`config.mk`:
```
export PLATFORM = sky130hd
export DESIGN_NAME = mem_access_fsm
export DESIGN_NICKNAME = d
export VERILOG_FILES = /design/src/rtl/mem_access_fsm.sv
export SDC_FILE = /design/constraint.sdc
export NUM_CORES = 1
export LEC_CHECK = 0
export CORE_MARGIN = 2
export CORE_UTILIZATION = 55
export CTS_CLUSTER_SIZE = 20
export DETAILED_ROUTE_END_ITERATION = 10
export DONT_BUFFER_PORTS = 1
export PLACE_DENSITY = 0.78
export REMOVE_ABC_BUFFERS = 1
export SLEW_MARGIN = 10
export SYNTH_ARGS = -nofsm -noshare
export SYNTH_HDL_FRONTEND = slang
export SYNTH_SLANG_ARGS = --single-unit
```
`constraint.sdc`:
```
create_clock -name clk -period 3.57 [get_ports clk]
set_clock_uncertainty 0.2 [all_clocks]
set_input_delay 0.714 -clock clk [delete_from_list [all_inputs] [get_ports clk]]
set_output_delay 0.714 -clock clk [all_outputs]
set_load 0.05 [all_outputs]
```
`src/rtl/mem_access_fsm.sv`:
```
// Memory access controller: arbitrates N_CH requesters round-robin, then runs
// a fixed SETUP / ACCESS(WAIT_CYC) / DONE sequence for the winning channel.
// All outputs come straight from flops; sel/op only affect next-state logic.
module mem_access_fsm #(
  parameter int N_CH     = 2,
  parameter int WAIT_CYC = 1
) (
  input  logic            clk,
  input  logic            rst,
  input  logic [N_CH-1:0] sel,
  input  logic [N_CH-1:0] op,
  output logic [N_CH-1:0] grant,
  output logic [2:0]      gnt_id,
  output logic            rw,
  output logic            we,
  output logic            oe,
  output logic            valid,
  output logic            busy
);

  typedef enum logic [1:0] {
    IDLE   = 2'd0,
    SETUP  = 2'd1,
    ACCESS = 2'd2,
    DONE   = 2'd3
  } state_t;

  state_t          state_q, state_n;
  logic [3:0]      cnt_q, cnt_n;
  logic [2:0]      last_q, last_n;
  logic [N_CH-1:0] grant_n;
  logic [2:0]      id_n;
  logic            rw_n, we_n, oe_n, valid_n, busy_n;

  logic            win_found;
  logic [2:0]      win_idx;
  logic [N_CH-1:0] win_onehot;
  logic            win_op;

  // Round-robin pick: first look above last_granted, then wrap from channel 0.
  // The second pass also covers last_granted itself when it is the only requester.
  always_comb begin
    win_found  = 1'b0;
    win_idx    = '0;
    win_onehot = '0;
    win_op     = 1'b0;
    for (int unsigned j = 0; j < N_CH; j++) begin
      if (!win_found && (j > 32'(last_q)) && (((sel >> j) & N_CH'(1)) != '0)) begin
        win_found  = 1'b1;
        win_idx    = 3'(j);
        win_onehot = N_CH'(1) << j;
        win_op     = ((op >> j) & N_CH'(1)) != '0;
      end
    end
    for (int unsigned j = 0; j < N_CH; j++) begin
      if (!win_found && (((sel >> j) & N_CH'(1)) != '0)) begin
        win_found  = 1'b1;
        win_idx    = 3'(j);
        win_onehot = N_CH'(1) << j;
        win_op     = ((op >> j) & N_CH'(1)) != '0;
      end
    end
  end

  // Next state plus next value of every registered output.
  always_comb begin
    state_n = state_q;
    cnt_n   = cnt_q;
    last_n  = last_q;
    grant_n = grant;
    id_n    = gnt_id;
    rw_n    = rw;
    we_n    = 1'b0;
    oe_n    = 1'b0;
    valid_n = 1'b0;
    unique case (state_q)
      IDLE: begin
        grant_n = '0;
        id_n    = '0;
        rw_n    = 1'b0;
        if (win_found) begin
          state_n = SETUP;
          grant_n = win_onehot;
          id_n    = win_idx;
          rw_n    = win_op;
          last_n  = win_idx;
          cnt_n   = 4'(WAIT_CYC);
        end
      end
      SETUP: begin
        state_n = ACCESS;
        we_n    = rw;
        oe_n    = ~rw;
      end
      ACCESS: begin
        if (cnt_q <= 4'd1) begin
          state_n = DONE;
          cnt_n   = '0;
          valid_n = 1'b1;
        end else begin
          cnt_n = cnt_q - 4'd1;
          we_n  = rw;
          oe_n  = ~rw;
        end
      end
      DONE: begin
        state_n = IDLE;
        grant_n = '0;
        id_n    = '0;
        rw_n    = 1'b0;
      end
      default: begin
        state_n = IDLE;
        grant_n = '0;
        id_n    = '0;
        rw_n    = 1'b0;
      end
    endcase
    busy_n = (state_n != IDLE);
  end

  // State, counter, arbitration pointer and all outputs; reset wins over everything.
  always_ff @(posedge clk) begin
    if (rst) begin
      state_q <= IDLE;
      cnt_q   <= '0;
      last_q  <= 3'(N_CH - 1);
      grant   <= '0;
      gnt_id  <= '0;
      rw      <= 1'b0;
      we      <= 1'b0;
      oe      <= 1'b0;
      valid   <= 1'b0;
      busy    <= 1'b0;
    end else begin
      state_q <= state_n;
      cnt_q   <= cnt_n;
      last_q  <= last_n;
      grant   <= grant_n;
      gnt_id  <= id_n;
      rw      <= rw_n;
      we      <= we_n;
      oe      <= oe_n;
      valid   <= valid_n;
      busy    <= busy_n;
    end
  end

endmodule

```
; Yosys cells after proc, flatten, opt, wreduce, memory -nomap -nowiden
; Index checks and enable logic that the tools add are counted.
; W data, S select, Z words.
[word_totals]
register_bits = 19
in_bits = 6
elab_cells = 60
[classes]
add_sub_neg = 1
n_lt_le_gt_ge = 2
eq_ne = 4
muxes = 29
bitwise_logic = 2
reduce_logical = 12
[op_table]
columns = cell, count
row1 = $mux W1, 14
row2 = $mux W2, 6
row3 = $mux W4, 2
row4 = $pmux W2 S4, 1
row5 = $pmux W4 S2, 1
row6 = $pmux W1 S2, 3
row7 = $pmux W3 S2, 1
row8 = $reduce_bool A2 Y1, 3
row9 = $eq A2 B2 Y1 const B, 2
row10 = $le A4 B1 Y1 const B, 1
row11 = $pmux W2 S2, 1
row12 = $reduce_and A2 Y1, 2
row13 = $sub A4 B1 Y4 const B, 1
row14 = $gt A1 B3 Y1 const A, 1
row15 = $logic_and A1 B1 Y1, 3
row16 = $eq A2 B1 Y1 const B, 1
row17 = $logic_not A1 Y1, 2
row18 = $logic_not A2 Y1, 1
row19 = $ne A2 B2 Y1 const B, 1
row20 = $not A1 Y1, 2
row21 = $reduce_or A2 Y1, 1

; Depth between registers and ports, before layout
; Gate-level depths: netlist of the first run.
[logic_depth]
ltp_word = 12
depth_mapped = 6
ltp_nobuf = 5

; Worst setup path after synthesis of the first run
; OpenSTA, ideal clock, no wires.
[synth_path]
path_kind = register to output
from = register, netlist name gnt_id[0]
to = output port grant[1]
t_arrival_ps = 913
required_time_ps = 2656
setup_slack_ps = 1743
stages_incl_launch_ff = 2
cell_sequence = dfxtp_1 -> buf_4
[synth_lines]
columns = element, line
row1 = to (decl), 12  ; output logic [N_CH-1:0] grant,

; Worst setup path in the final report of the first run
[layout_path]
from = register gnt_id[0]
to = output port gnt_id[0]
[layout_lines]
columns = element, line
row1 = from (decl), 13  ; output logic [2:0] gnt_id,
row2 = from (signal assigned), 140  ; gnt_id <= id_n;
; No word-level cell between the ends.

==> out/metrics.yaml, run 1 <==
slew_headroom: 0.3615
cts.root.buffer_cell: "sky130_fd_sc_hd__clkbuf_4"
netlist_top_cells_count: "14 x sky130_fd_sc_hd__dfxtp_1, 7 x sky130_fd_sc_hd__ha_1, 7 x sky130_fd_sc_hd__inv_1, 7 x sky130_fd_sc_hd__nor2_1, 4 x sky130_fd_sc_hd__o21ai_0"
sequential_cell_area_sq_um: 280.3
whs_endpoint: "cnt_q[2]"
clk-insertion-delay-late_ps: 280
routed_wl_met2_um: 587
drc: 0
min_delay_path_depth: 1
ys_ff_latch: 14
register_area_share_after_synthesis: 0.3684
tightest_slew_ps: 956.4
min_period_over_period: 0.6032
tritoncts_num_sinks: 14
cts_buffers: 3
nets: 98
yosysMostFrequentCell: "sky130_fd_sc_hd__dfxtp_1"
r2r_start: "cnt_q[0]"
maxCapViolations: 0
drc_marker_count_from_the_first_detailed_route_iteration: 11
clk_path_buf_depth: 2
r2r_setup_slack_ps: 1730
required_ps: 2660
firstDrtPassIters: 4
overflow: 0
design.portCount: 16
area_delta_synth_final_pct: 2.960
timing.hold.worst.start: "rst"
die_area_sq_um: 1697
syn-cell-area_sq_um: 760.7
worst_ep_arrival_time_ps: 1240
floorplan.initialDensity: 0.5846
diodes: 0
static-leakage-power_nw: 0.3145
netlist-cell-type-count: 34
internal_power_mw: 0.3796
r2r_end: "cnt_q[1]"
synth_top_area_cells: "sky130_fd_sc_hd__dfxtp_1 37%, sky130_fd_sc_hd__ha_1 12%, sky130_fd_sc_hd__inv_1 3.5%"
setup-tns-final_ps: 0
vias: 571
die_height_um: 41.19
p_sw_frac: 0.4740
multi_input_area_sq_um: 421.7
critical_path_class: "reg2out"
dominantRegCellSynth: "sky130_fd_sc_hd__dfxtp_1"
timing.final.setup_violations: 0
h_tree_level_count: 1
setup_repair_after_global_routing_missed_its_margin: "false"
crit_path_end_kind: "output port"
cts_tree: "yes"
part_of_the_total_power_dissipated_in_sequential_elements: 0.459
drt-met1-wl_um: 656
cts.repair.resized: 0
period_minus_slack_ps: 2154
power_density_nw_per_um2: 921.4
fraction_of_power_consumed_by_the_clock_network: 0.156
synth_enable_flop_cells: 0
fmax_mhz: 464.4
post-layout-total-power_mw: 0.7217
die_boundary_width_um: 41.19
post_cts_buffers: 0
wl_um: 1305
pin_count_of_the_biggest_net_entering_global_routing: 16
avgViaCountPerCell: 5.768
post-synth-top-area-cell: "sky130_fd_sc_hd__dfxtp_1"
antenna_violations_before_repair: 0
finalMaxSlewViolations: 0
core_outline_area_sq_um: 1301
grt_usage: 0.1719
top_layer_used: "met4"
outcome: "completed"
detailedPlacementHpwl_um: 995.8
yosysWarningCount: 0
placement_rows: 13
grt_first_pass_wirelength_um: 1828
timing.critical_path.from_type: "register"
syn-instance-count: 85
detail_route.wl_per_cell_um: 13.18
antenna_left: 0
syn_area_per_cell_sq_um: 8.950
timing.critical_path.fanout_max: 3
final.fill_count: 122
layout-drive-gt1-share: 0.1071
ff2ff_path_depth: 5
cts.hold.buffers_added: 0
hold_violations: 0
worstSetupPathDepth: 0
max-vdd-ir-drop_uv: 479.0
met3_wirelength_um: 53
place.port_buffers: 0
netSwitchingPower_mw: 0.3421
clkSlewWorstSetupHoldPaths_ps: 80
place_congestion: 0.7499
type_of_the_worst_min_delay_path: "in2reg"
synth_top_area_share: 0.3684
number_of_global_route_vias_before_repair: 474
share_comb_of_total_power: 0.384
async_reset_ff_frac: 0
power groups by stage:
stage	combinational [mW]	clock, mW	sequential (mW)
global route	0.305	0.121	0.340
detailed placement	0.273	0	0.335
floorplan	0.227	0	0.327
global placement	0.265	0	0.334
finish	0.277	0.113	0.331
CTS	0.274	0.115	0.332
final cells by class:
class / count / share of cell area
Multi-Input combinational cell: 59 / 0.5383
Sequential cell: 14 / 0.3578
Clock buffer: 4 / 0.04633
Inverter: 7 / 0.03355
Tap cell: 15 / 0.02396
worst max-delay path by stage:
stage / start / to / slack [ps]
after floorplan: gnt_id[0] / gnt_id[0] / 1730
after global placement: gnt_id[0] / gnt_id[0] / 1720
after detailed placement: gnt_id[0] / gnt_id[0] / 1720
after CTS: gnt_id[0] / gnt_id[0] / 1410
after global routing: gnt_id[0] / grant[1] / 1370
final: gnt_id[0] / gnt_id[0] / 1420
flip-flops by register name, indices dropped and copies added, names as in the netlist:
register	flops
busy	1
cnt_q	4
gnt_id	1
grant	1
last_q	1
oe	1
rw	1
state_q	2
valid	1
we	1
cell families (layout without fill, tap and decap cells):
logic type / count (synthesis) / in the layout / share of synthesized area
AND/OR/NAND/NOR: 28 / 28 / 0.2138
AO/OA/AOI/OAI: 22 / 22 / 0.2155
flip-flops: 14 / 14 / 0.3684
buffers and inverters: 13 / 11 / 0.08224
adder cells (fa/ha/maj): 7 / 7 / 0.1151
other: 1 / 2 / 0.004929
through the flow:
stage / util / instances / hold WS (ps) / setup WS (ps) / instance area, sq um
after floorplan: - / 80 / 258.4 / 1731 / 728.2
after global placement: 0.5740 / 95 / 279.2 / 1722 / 747.0
after detailed placement: 0.5740 / 95 / 284.0 / 1718 / 747.0
after CTS: 0.6019 / 99 / 286.7 / 1407 / 783.3
after global routing: 0.6019 / 99 / 276.6 / 1367 / 783.3
final: 0.6019 / 99 / 291.3 / 1416 / 783.3
per-layer routing:
layer	vias to the layer above	track usage
met5	-	0
met4	0	0.07258
met3	2	0.08152
met2	13	0.2695
met1	263	0.1981
li1	293	-
cells in the final DEF (no fill, tap or decap), types with 2 or more instances in the layout:
cell and count:
sky130_fd_sc_hd__dfxtp_1 14, sky130_fd_sc_hd__inv_1 7, sky130_fd_sc_hd__nor2_1 7, sky130_fd_sc_hd__ha_1 7
sky130_fd_sc_hd__o21ai_0 4, sky130_fd_sc_hd__a211oi_1 3, sky130_fd_sc_hd__a21oi_1 3, sky130_fd_sc_hd__nor2b_1 3
sky130_fd_sc_hd__nand2_1 3, sky130_fd_sc_hd__clkbuf_4 3, sky130_fd_sc_hd__or2_2 2, sky130_fd_sc_hd__nand2b_1 2
sky130_fd_sc_hd__o21a_1 2, sky130_fd_sc_hd__o41ai_1 2, sky130_fd_sc_hd__or3_1 2, sky130_fd_sc_hd__a32oi_1 2
sky130_fd_sc_hd__conb_1 2
Note: power is estimated with default switching activity, not from simulation.
==> run 2, diff against run 1 <==
clock period = 2.1 ns   (was 3.57 ns; I/O delays follow)
==> run 2 against run 1 <==
Compared with the run above:
- wire length rose by 13%
- setup slack got worse by 1100 ps
- core utilization increased by 2.1 points
- final cell count up 3.0%
- register-to-register slack got worse by 1500 ps
- critical path type is now reg2reg
==> out/metrics.yaml, run 2 (synthesis gave the netlist of run 1 again) <==
maxCapViolations: 0  # unchanged
cts_tree: "yes"
required_ps: 2120  # -540 ps
diodes: 0  # unchanged
period_minus_slack_ps: 1833
grt.met3_usage: 0.06522  # -0.01630
largest_registers: "cnt_q x4, state_q x2"
path_delay_family: "simple AND/OR/NAND/NOR gates"
largest_register_ffs: 4  # unchanged
placement_rows: 13  # unchanged
place.port_buffers: 0  # unchanged
tritoncts_num_sinks: 14  # unchanged
slowest_delay_ps: 550
clk_path_buf_depth: 2  # unchanged
die_height_um: 41.19  # unchanged
number_of_global_route_vias_before_repair: 480  # +1.3%
type_of_the_worst_min_delay_path: "in2reg"
wl_um: 1481  # +13%
cp_cell_sequence: "inv_1 > ha_1 > or4_1 > o22ai_1"
critical-path-slowest-cell: "sky130_fd_sc_hd__or4_1"
floorplan.initialDensity: 0.5846  # unchanged
timing.critical_path.from_type: "register"
grt_first_pass_wirelength_um: 2090  # +14%
slew_headroom: 0.6189  # +0.2573
drc_marker_count_from_the_first_detailed_route_iteration: 24  # +13
gr-usage-met2: 0.2773  # +0.007813
design.portCount: 16  # unchanged
hold_violations: 0  # unchanged
worst_ep_arrival_time_ps: 1850  # +610 ps
antenna_violations_before_repair: 0  # unchanged
area_delta_synth_final_pct: 6.579
antenna_left: 0  # unchanged
static-leakage-power_nw: 0.3281  # +4.3%
clk-insertion-delay-late_ps: 280  # about the same
cts_buffers: 3  # unchanged
fmax_mhz: 545.4
power_density_nw_per_um2: 1546  # +68%
pin_count_of_the_biggest_net_entering_global_routing: 13  # -3
overflow: 0  # unchanged
critical_path_class: "reg2reg"
layout_commonest_cell: "sky130_fd_sc_hd__dfxtp_1"
avgViaCountPerCell: 6.118  # +6.1%
top_register: "cnt_q"
most-common-layout-cells: "14 x sky130_fd_sc_hd__dfxtp_1, 7 x sky130_fd_sc_hd__inv_1, 7 x sky130_fd_sc_hd__nor2_1, 7 x sky130_fd_sc_hd__ha_1, 4 x sky130_fd_sc_hd__o21ai_0"
crit_path_end_kind: "register"
tightest_slew_ps: 570.9  # -385.5 ps
h_tree_level_count: 1  # unchanged
global_route.peak_usage_layer: "met2"
detailedPlacementHpwl_um: 976.7  # -1.9%
place_congestion: 0.8016  # +6.9%
layout-drive-gt1-share: 0.1149  # +0.007800
finalMaxSlewViolations: 0  # unchanged
core_outline_area_sq_um: 1301  # unchanged
vias: 624  # +9.3%
drc: 0  # unchanged
grt_usage: 0.1989  # +0.02701
nets: 101  # +3.1%
timing.final.setup_violations: 0  # unchanged
outcome: "completed"
gr-usage-met1: 0.2606  # +0.06253
min_period_over_period: 0.8731
timing.critical_path.fanout_max: 7  # +4
setup-tns-final_ps: 0  # unchanged
die_boundary_width_um: 41.19  # unchanged
cts.root.buffer_cell: "sky130_fd_sc_hd__clkbuf_4"
finalCoreUtilization: 0.6231  # +0.02115
worstPathBufferInverterCount: 1
firstDrtPassIters: 4  # unchanged
detail_route.wl_per_cell_um: 14.52  # +10%
clkSlewWorstSetupHoldPaths_ps: 90  # about the same
die_area_sq_um: 1697  # unchanged
setup_repair_after_global_routing_missed_its_margin: "false"
max-vdd-ir-drop_uv: 895.2  # +87%
[run 2: power by group]
part / switching [mW] / internal (mW)
logic: 0.341 / 0.207
registers: 0.163 / 0.343
clock network: 0.0925 / 0.106
total: 0.597 / 0.656
[run 2: final cells by class]
cell class	count	area (sq um)
clock buffers	4	36.28
multi-input cells	59	421.7
repair buffers	3	27.53
fillers	114	490.5
inverters	7	26.28
well taps	15	18.77
flip-flops and latches	14	280.3
[run 2: per-layer routing]
| layer | share of wire | vias up | routed length, um |
|---|---|---|---|
| li1 | - | 304 | - |
| met1 | 0.47 | 290 | 698 |
| met2 | 0.46 | 25 | 683 |
| met3 | 0.045 | 5 | 67 |
| met4 | 0.021 | 0 | 31 |
| met5 | 0 | - | 0 |
[run 2: timing repair]
item,in CTS,in global routing
buffers inserted,0,0
hold buffers,1,1
gates resized for setup,0,0
endpoints found under the hold margin,4,1
[run 2: per-stage QoR]
| step | area [sq um] | instances | worst slack [ps] | hold slack (ps) | total power [mW] |
|---|---|---|---|---|---|
| 6_report | 810.8 | 102 | 266.5 | 2.147 | 1.253 |
| 5_1_grt | 810.8 | 102 | 179.1 | 1.944 | 1.344 |
| 4_1_cts | 800.8 | 101 | 272.8 | 1.659 | 1.246 |
| 3_5_place_dp | 754.5 | 96 | 309.0 | 288.7 | 1.043 |
| 3_3_place_gp | 754.5 | 96 | 320.3 | 284.6 | 1.031 |
| 2_1_floorplan | 728.2 | 80 | 424.2 | 258.4 | 0.9409 |
[run 2: path summary, 6_finish.rpt]
kind | startpoint | end | slack [ps] | cells past startpoint
worst max-delay path | state_q[0] | rw | 270 | 4
worst max register to register | state_q[0] | rw | 270 | 4
worst min-delay path | rst | state_q[0] | 2 | 1
worst min register to register | cnt_q[2] | cnt_q[2] | 310 | 2
